$ cat src/rtl/coco_rr_mux.sv
// Purpose: CH-to-1 channel mux with a single registered output slot. The grant comes
//          from an external select (mode=0) or from a round-robin arbiter (mode=1).
// Latency: 1 cycle from the accepting edge to out_valid with the new word.
// Backpressure: out_ready=0 with a held word drops every in_ready. A drain and a load
//               in the same cycle replace the word without a bubble.
// Ports: clk/rst_n  - clock and async active-low reset
//        in_data/in_valid/in_ready - flattened channel inputs, channel i at [i*W +: W]
//        mode/sel   - grant policy and the external channel index
//        out_data/out_valid/out_ready/out_ch - output slot and its source channel
module coco_rr_mux #(
    parameter int W  = 32,
    parameter int CH = 4,
    parameter int SW = 2
) (
    input  logic            clk,
    input  logic            rst_n,
    input  logic [CH*W-1:0] in_data,
    input  logic [CH-1:0]   in_valid,
    output logic [CH-1:0]   in_ready,
    input  logic            mode,
    input  logic [SW-1:0]   sel,
    output logic [W-1:0]    out_data,
    output logic            out_valid,
    input  logic            out_ready,
    output logic [SW-1:0]   out_ch
);

    logic [W-1:0]  out_data_q, out_data_d;
    logic          out_valid_q, out_valid_d;
    logic [SW-1:0] out_ch_q, out_ch_d;
    logic [SW-1:0] last_q, last_d;

    logic          load_en;
    logic          gnt_vld;
    logic [SW-1:0] gnt_idx;
    logic [W-1:0]  gnt_dat;
    logic          xfer;

    // The slot can take a new word when it is empty or is being drained this cycle.
    assign load_en = !out_valid_q || out_ready;

    // Grant selection. gnt_idx only ever takes values below CH, so neither last
    // nor out_ch can be loaded with an unused index.
    always_comb begin
        int target;
        gnt_vld = 1'b0;
        gnt_idx = '0;
        target  = 0;
        if (!mode) begin
            // A sel value of CH or above matches no channel, so nothing is granted.
            for (int i = 0; i < CH; i++) begin
                if (sel == SW'(i) && in_valid[i]) begin
                    gnt_vld = 1'b1;
                    gnt_idx = SW'(i);
                end
            end
        end else begin
            // Search from last+1 upward with wrap. The previous winner is checked
            // last, so it has the lowest priority.
            for (int k = 1; k <= CH; k++) begin
                target = (int'(last_q) + k) % CH;
                for (int i = 0; i < CH; i++) begin
                    if (!gnt_vld && i == target && in_valid[i]) begin
                        gnt_vld = 1'b1;
                        gnt_idx = SW'(i);
                    end
                end
            end
        end
    end

    // Mux the granted channel's data.
    always_comb begin
        gnt_dat = '0;
        for (int i = 0; i < CH; i++) begin
            if (gnt_idx == SW'(i)) begin
                gnt_dat = in_data[i*W +: W];
            end
        end
    end

    // in_ready is gated by rst_n so that it stays low while reset is held,
    // including when the slot looks empty.
    always_comb begin
        in_ready = '0;
        for (int i = 0; i < CH; i++) begin
            in_ready[i] = rst_n && load_en && gnt_vld && (gnt_idx == SW'(i));
        end
    end

    assign xfer = gnt_vld && load_en;

    always_comb begin
        out_data_d  = out_data_q;
        out_ch_d    = out_ch_q;
        out_valid_d = out_valid_q;
        last_d      = last_q;
        if (xfer) begin
            out_data_d  = gnt_dat;
            out_ch_d    = gnt_idx;
            out_valid_d = 1'b1;
            last_d      = gnt_idx;
        end else if (out_ready) begin
            // The word is drained. Data and channel keep their last values.
            out_valid_d = 1'b0;
        end
    end

    always_ff @(posedge clk or negedge rst_n) begin
        if (!rst_n) begin
            out_data_q  <= '0;
            out_ch_q    <= '0;
            out_valid_q <= 1'b0;
            last_q      <= SW'(CH - 1);
        end else begin
            out_data_q  <= out_data_d;
            out_ch_q    <= out_ch_d;
            out_valid_q <= out_valid_d;
            last_q      <= last_d;
        end
    end

    assign out_data  = out_data_q;
    assign out_valid = out_valid_q;
    assign out_ch    = out_ch_q;

endmodule

$ cat config.mk
export PLATFORM = sky130hd
export DESIGN_NAME = coco_rr_mux
export DESIGN_NICKNAME = d
export VERILOG_FILES = /design/src/rtl/coco_rr_mux.sv
export SDC_FILE = /design/constraint.sdc
export NUM_CORES = 1
export LEC_CHECK = 0
export ABC_AREA = 1
export CAP_MARGIN = 20
export CELL_PAD_IN_SITES_DETAIL_PLACEMENT = 0
export CELL_PAD_IN_SITES_GLOBAL_PLACEMENT = 2
export CORE_AREA = 2 2 130 132
export CTS_CLUSTER_SIZE = 20
export DETAILED_ROUTE_END_ITERATION = 8
export DIE_AREA = 0 0 132 134
export GPL_TIMING_DRIVEN = 0
export PLACE_DENSITY_LB_ADDON = 0.1
export SETUP_SLACK_MARGIN = 0.3
export SLEW_MARGIN = 0
export SYNTH_ARGS = -nofsm -noshare
export SYNTH_HDL_FRONTEND = slang
export SYNTH_SLANG_ARGS = --single-unit
$ cat constraint.sdc
create_clock -name clk -period 3.5 [get_ports clk]
set_input_delay 0.7 -clock clk [delete_from_list [all_inputs] [get_ports clk]]
set_output_delay 0.7 -clock clk [all_outputs]
set_load 0.01 [all_outputs]
**Word level (Yosys, flattened, before mapping)**

Cells that the tools add are included.

- Register bits after elaboration: 37

- $add $sub $neg: 4
- Equality and inequality tests: 18
- Muxes and demuxes: 61
- Bitwise logic cells: 4
- Reduce and logical (&&, ||, !) cells: 70

Operators by type and width:

| kind | number |
|---|---|
| $logic_not 32->1 | 4 |
| $mux 32 | 4 |
| $logic_and 1x1->1 | 42 |
| $mux 1 | 40 |
| $mux 2 | 17 |
| $eq 3x3->1 const A | 8 |
| $logic_not 1->1 | 16 |
| $eq 2x3->1 const A | 4 |
| $eq 2x2->1 const B | 4 |
| $reduce_or 2->1 | 4 |
| $add 2x1->2 const B | 2 |
| $add 2x2->2 const B | 2 |
| $and 1x1->1 const A | 4 |
| $eq 2x1->1 const B | 2 |
| $logic_not 2->1 | 2 |
| $reduce_bool 2->1 | 1 |
| $logic_or 1x1->1 | 1 |

**Longest topological paths before layout**

- Depth after elaboration: 87
- Mapped depth: 21
- Mapped depth without buffers: 19

**Least setup slack after synthesis**

Ideal clock, no wire load.

- Path type: input port to output port
- Start point: input port in_valid[3]
- End point: output port in_ready[2]
- Arrival time: 2.386 ns
- Setup slack: 0.414 ns
- Stages: 13
- Buffers on the path: 2
- Cell sequence: nand3_1 > nand3_2 > nor2_4 > nand4_2 > nor2_4 > nand3_2 > nor2_4 > nand3_2 > nor2_2 > o21bai_2 > buf_2 > buf_2 > nor3_1

- Word-level cells in the longest chain between the ends: 65
- Elaborated cells between the ends (all ways): 83
- Classes of those cells: eq/ne: 1; mux: 42; reduce/logical: 40

RTL lines:

| what | RTL line | source |
|---|---|---|
| start: declaration | 18 | `input logic [CH-1:0] in_valid,` |
| $logic_and 1x1->1 | 63 | `if (!gnt_vld && i == target && in_valid[i]) begin` |
| $mux 1 | 63 |  |
| $mux 1 | 49 | `if (!mode) begin` |
| $logic_not 1->1 | 63 |  |
| $logic_and 1x1->1 (2 in series) | 63 |  |
| $mux 1 | 63 |  |
| $mux 1 | 49 |  |
| $logic_not 1->1 | 63 |  |
| [47 not listed] | -- |  |
| $mux 1 | 63 |  |
| $mux 1 | 49 |  |
| $logic_not 1->1 | 63 |  |
| $logic_and 1x1->1 (2 in series) | 63 |  |
| $mux 2 / $mux 1 (equally long branches) | 63 |  |
| $mux 2 / $mux 1 (equally long branches) | 49 |  |
| $eq 2x2->1 / $logic_and 1x1->1 (equally long branches) | 87 | `in_ready[i] = rst_n && load_en && gnt_vld && (gnt_idx == SW'(i));` |
| $logic_and 1x1->1 (*) | 87 |  |
| end: declaration | 19 | `output logic [CH-1:0] in_ready,` |

Mark *: on every way between the ends. The rest lies on a longest branch, timed or not. The select of a mux whose other input is x is not followed.

**Worst setup path in the final report**

- Start point: input port in_valid[0]
- End point: output port in_ready[1]

- Word-level cells in the longest chain between the ends: 80
- Elaborated cells between the ends (all ways): 102
- Classes of those cells: eq/ne: 1; mux: 52; reduce/logical: 49

RTL lines:

| what | RTL line |
|---|---|
| $logic_and 1x1->1 | 63 |
| $mux 1 | 63 |
| $mux 1 | 49 |
| $logic_not 1->1 | 63 |
| $logic_and 1x1->1 (2 in series) | 63 |
| $mux 1 | 63 |
| $mux 1 | 49 |
| $logic_not 1->1 | 63 |
| [62 not listed] | -- |
| $mux 1 | 63 |
| $mux 1 | 49 |
| $logic_not 1->1 | 63 |
| $logic_and 1x1->1 (2 in series) | 63 |
| $mux 2 / $mux 1 (equally long branches) | 63 |
| $mux 2 / $mux 1 (equally long branches) | 49 |
| $eq 2x1->1 / $logic_and 1x1->1 (equally long branches) | 87 |
| $logic_and 1x1->1 (*) | 87 |

Marks and branches as above.

==> flow_summary.toml <==
[sta]
finalCritPeriodShare_pct = 95.3
relSlewSlack_pct = 58.0
report.final.hold_viol_count = 0
worst_pin_slew_ns = 0.630
setup_viol = 0
slew_viol_final = 0
finalCriticalPeriod_ns = 3.33
rsz0062_at_grt = "yes"
fmax_mhz = 300
fin_tns_setup_ns = 0
fin_skew_ns = 0.00729
hold_ws_ns = 0.225
layout_setup_ws_ns = 0.166

[synthesis]
synth.most_common_cell = "nand2_1"
synth_area_leaders = "dfrtp_1, nand2_1, nand3_1"
synthesis.area_mm2 = 0.00289
syn_inst = 452
yosysUniqueCellTypes = 27
syn_avg_cell_area_um2 = 6.39
ys_ff_latch = 37
synth_commonest_cells = "nand2_1, nand3_1, inv_1, dfrtp_1, nand4_1"
synth_top_cell_by_area = "dfrtp_1"
async_reset_ff_share_pct = 100
synth_top_area_share_pct = 30.3
syn_nets = 590
synth_warnings = 0
synth_seq_area_share_pct = 32.1
synth_edf_count = 0
ys.flop_type = "dfrtp_1"

[global_routing]
antenna_found_initial = 2
globalRoute.totalOverflow = 0
met1_usage_pct = 18.8
met2_usage_pct = 27.4
grt_pass1_wl_um = 21800
grt.total_usage_pct = 15.9
grt_pass1_vias = 3989
grt_start_max_net_pins = 35
grt_use_met3_pct = 4.76
grt_busiest_layer = "met2"

[setup_path]
cp_data_arrival_time_ns = 2.63
r2r_start = "last_q[1]$_DFFE_PN1P_"
endpoint_kind = "output port"
cp-start-kind = "input pin"
ff2ff_path_depth = 19
r2r_slack_ns = 0.69
crit_required_ns = 2.80
path_max_fanout = 10
path_class = "in -> out"
r2r_end = "out_data[1]$_DFFE_PN0P_"

[routing]
vias = 3781
viasPerCell = 4.31
drt_iter0_markers = 126
ant_nets = 0
finalWirelength_um = 13900
firstDrtPassIters = 4
wl_per_cell_um = 15.8
drc_errors = 0

[die]
chipHeight_um = 134
core_area_mm2 = 0.0163
std_cell_rows = 47
dieArea_mm2 = 0.0177
start_util_pct = 17.7
die_w_um = 132
io_pins = 177

[placed_design]
preCtsSetupSlack_ns = -1.17
gp_congestion = 0.800
numPortBuffers = 176
dp_hpwl_um = 10600

[finish]
antenna_cells = 0
syn2layout_area_growth_pct = 86.8
utilization_pct = 33.1
drive_gt1_share_pct = 14.5
nNetsFinal = 794

[run]
cap_violations = 0

[clocking]
clockBufferDepth = 2
htreeDepth = 2
clock-sinks = 37
clockRootBuffer = "clkbuf_16"
cts_buffers = 5
cts_tree = "built"
clock_latency_ns = 0.29
path_clk_slew_ns = 0.06
ctsHoldBuffers = 0

[hold_path]
hold_path_class = "in -> async"

[run_status]
status = "finished, final reports clean"

[power_and_ir_drop]
leakage_nw = 2.48
vdd_drop_max_mv = 0.213
powerDensity_mw_per_mm2 = 666
kinds of logic (layout without fill, tap and decap cells):
| logic type | count (synthesis) | after routing | share of synthesized area, % |
|---|---|---|---|
| buffers and inverters | 76 | 281 | 11.9 |
| DFF | 37 | 37 | 32.1 |
| AOI/OAI and AO/OA | 39 | 39 | 7.23 |
| and+or+nand+nor | 300 | 300 | 48.7 |
placed cells by master (no fill, tap or decap), drive strengths merged, types with 6 or more instances in the layout:
cell	n
clkdlybuf4s50	167
inv	47
nor3	6
o21ai	34
buf	50
nor2	20
nand2	159
dfrtp	35
nand4	36
nand3	76
clkbuf	13
how the worst max path moves through the flow:
stage                                      from           to  slack (ns)  depth (start not counted)
after detailed placement            in_valid[3]  in_ready[0]       -1.17                         17
after global placement              in_valid[3]  in_ready[0]       -1.26                         17
final                               in_valid[0]  in_ready[1]        0.17                         15
after global routing      last_q[1]$_DFFE_PN1P_  in_ready[1]      -0.009                         17
after CTS                 last_q[0]$_DFFE_PN1P_  in_ready[3]        0.12                         17
after floorplan                     in_valid[3]  in_ready[2]        0.41                         13
power breakdown:
part | switching, mW | internal [mW] | leakage [nW]
Sequential | 0.124 | 0.633 | 0.457
Combinational | 1.26 | 1.10 | 1.95
Clock | 0.193 | 0.284 | 0.0768
Total | 1.57 | 2.02 | 2.48
critical path, stage by stage:
cell	delay [ns]
clkdlybuf4s15_2	0.23
nand2_1	0.13
nand2_4	0.07
nor2_4	0.14
nand4_4	0.11
nor2_4	0.14
buf_4	0.13
nand4_1	0.07
nor2_1	0.12
nor2_2	0.06
nand3_1	0.11
nand2_4	0.10
buf_6	0.16
nor3_1	0.19
buf_2	0.16
metrics by stage:
step	cell area, µm²	std cells	total power, mW
floorplan	2890	452	1.92
global placement	4930	848	2.88
detailed placement	4940	849	2.89
CTS	5390	877	3.64
global route	5400	877	3.92
finish	5400	877	3.59
state kept, by name (all words and copies together) (netlist names):
name,count
last_q,2
out_ch,2
out_data,32
out_valid,1
area by class of cell:
type,count,area (µm²)
fill,1826,10900
timing repair buffer,197,1910
multi-input combinational,339,1720
sequential,37,928
tap,220,275
buffer,29,233
inverter,47,181
clock buffer,6,139
clock inverter,2,13.8
repair_timing:
action                                 4_1_cts  5_1_grt
endpoints found under the hold margin        0        0
pin swaps                                   11        5
resized for setup                           68        6
setup buffers                               20        0
setup endpoints to repair                   30        4
per-layer routing:
metal	wire length, µm	up-vias
li1	-	1891
met1	5730	1738
met2	6830	128
met3	962	22
met4	345	2
met5	13	-
Note: power is estimated with default switching activity, not from simulation.
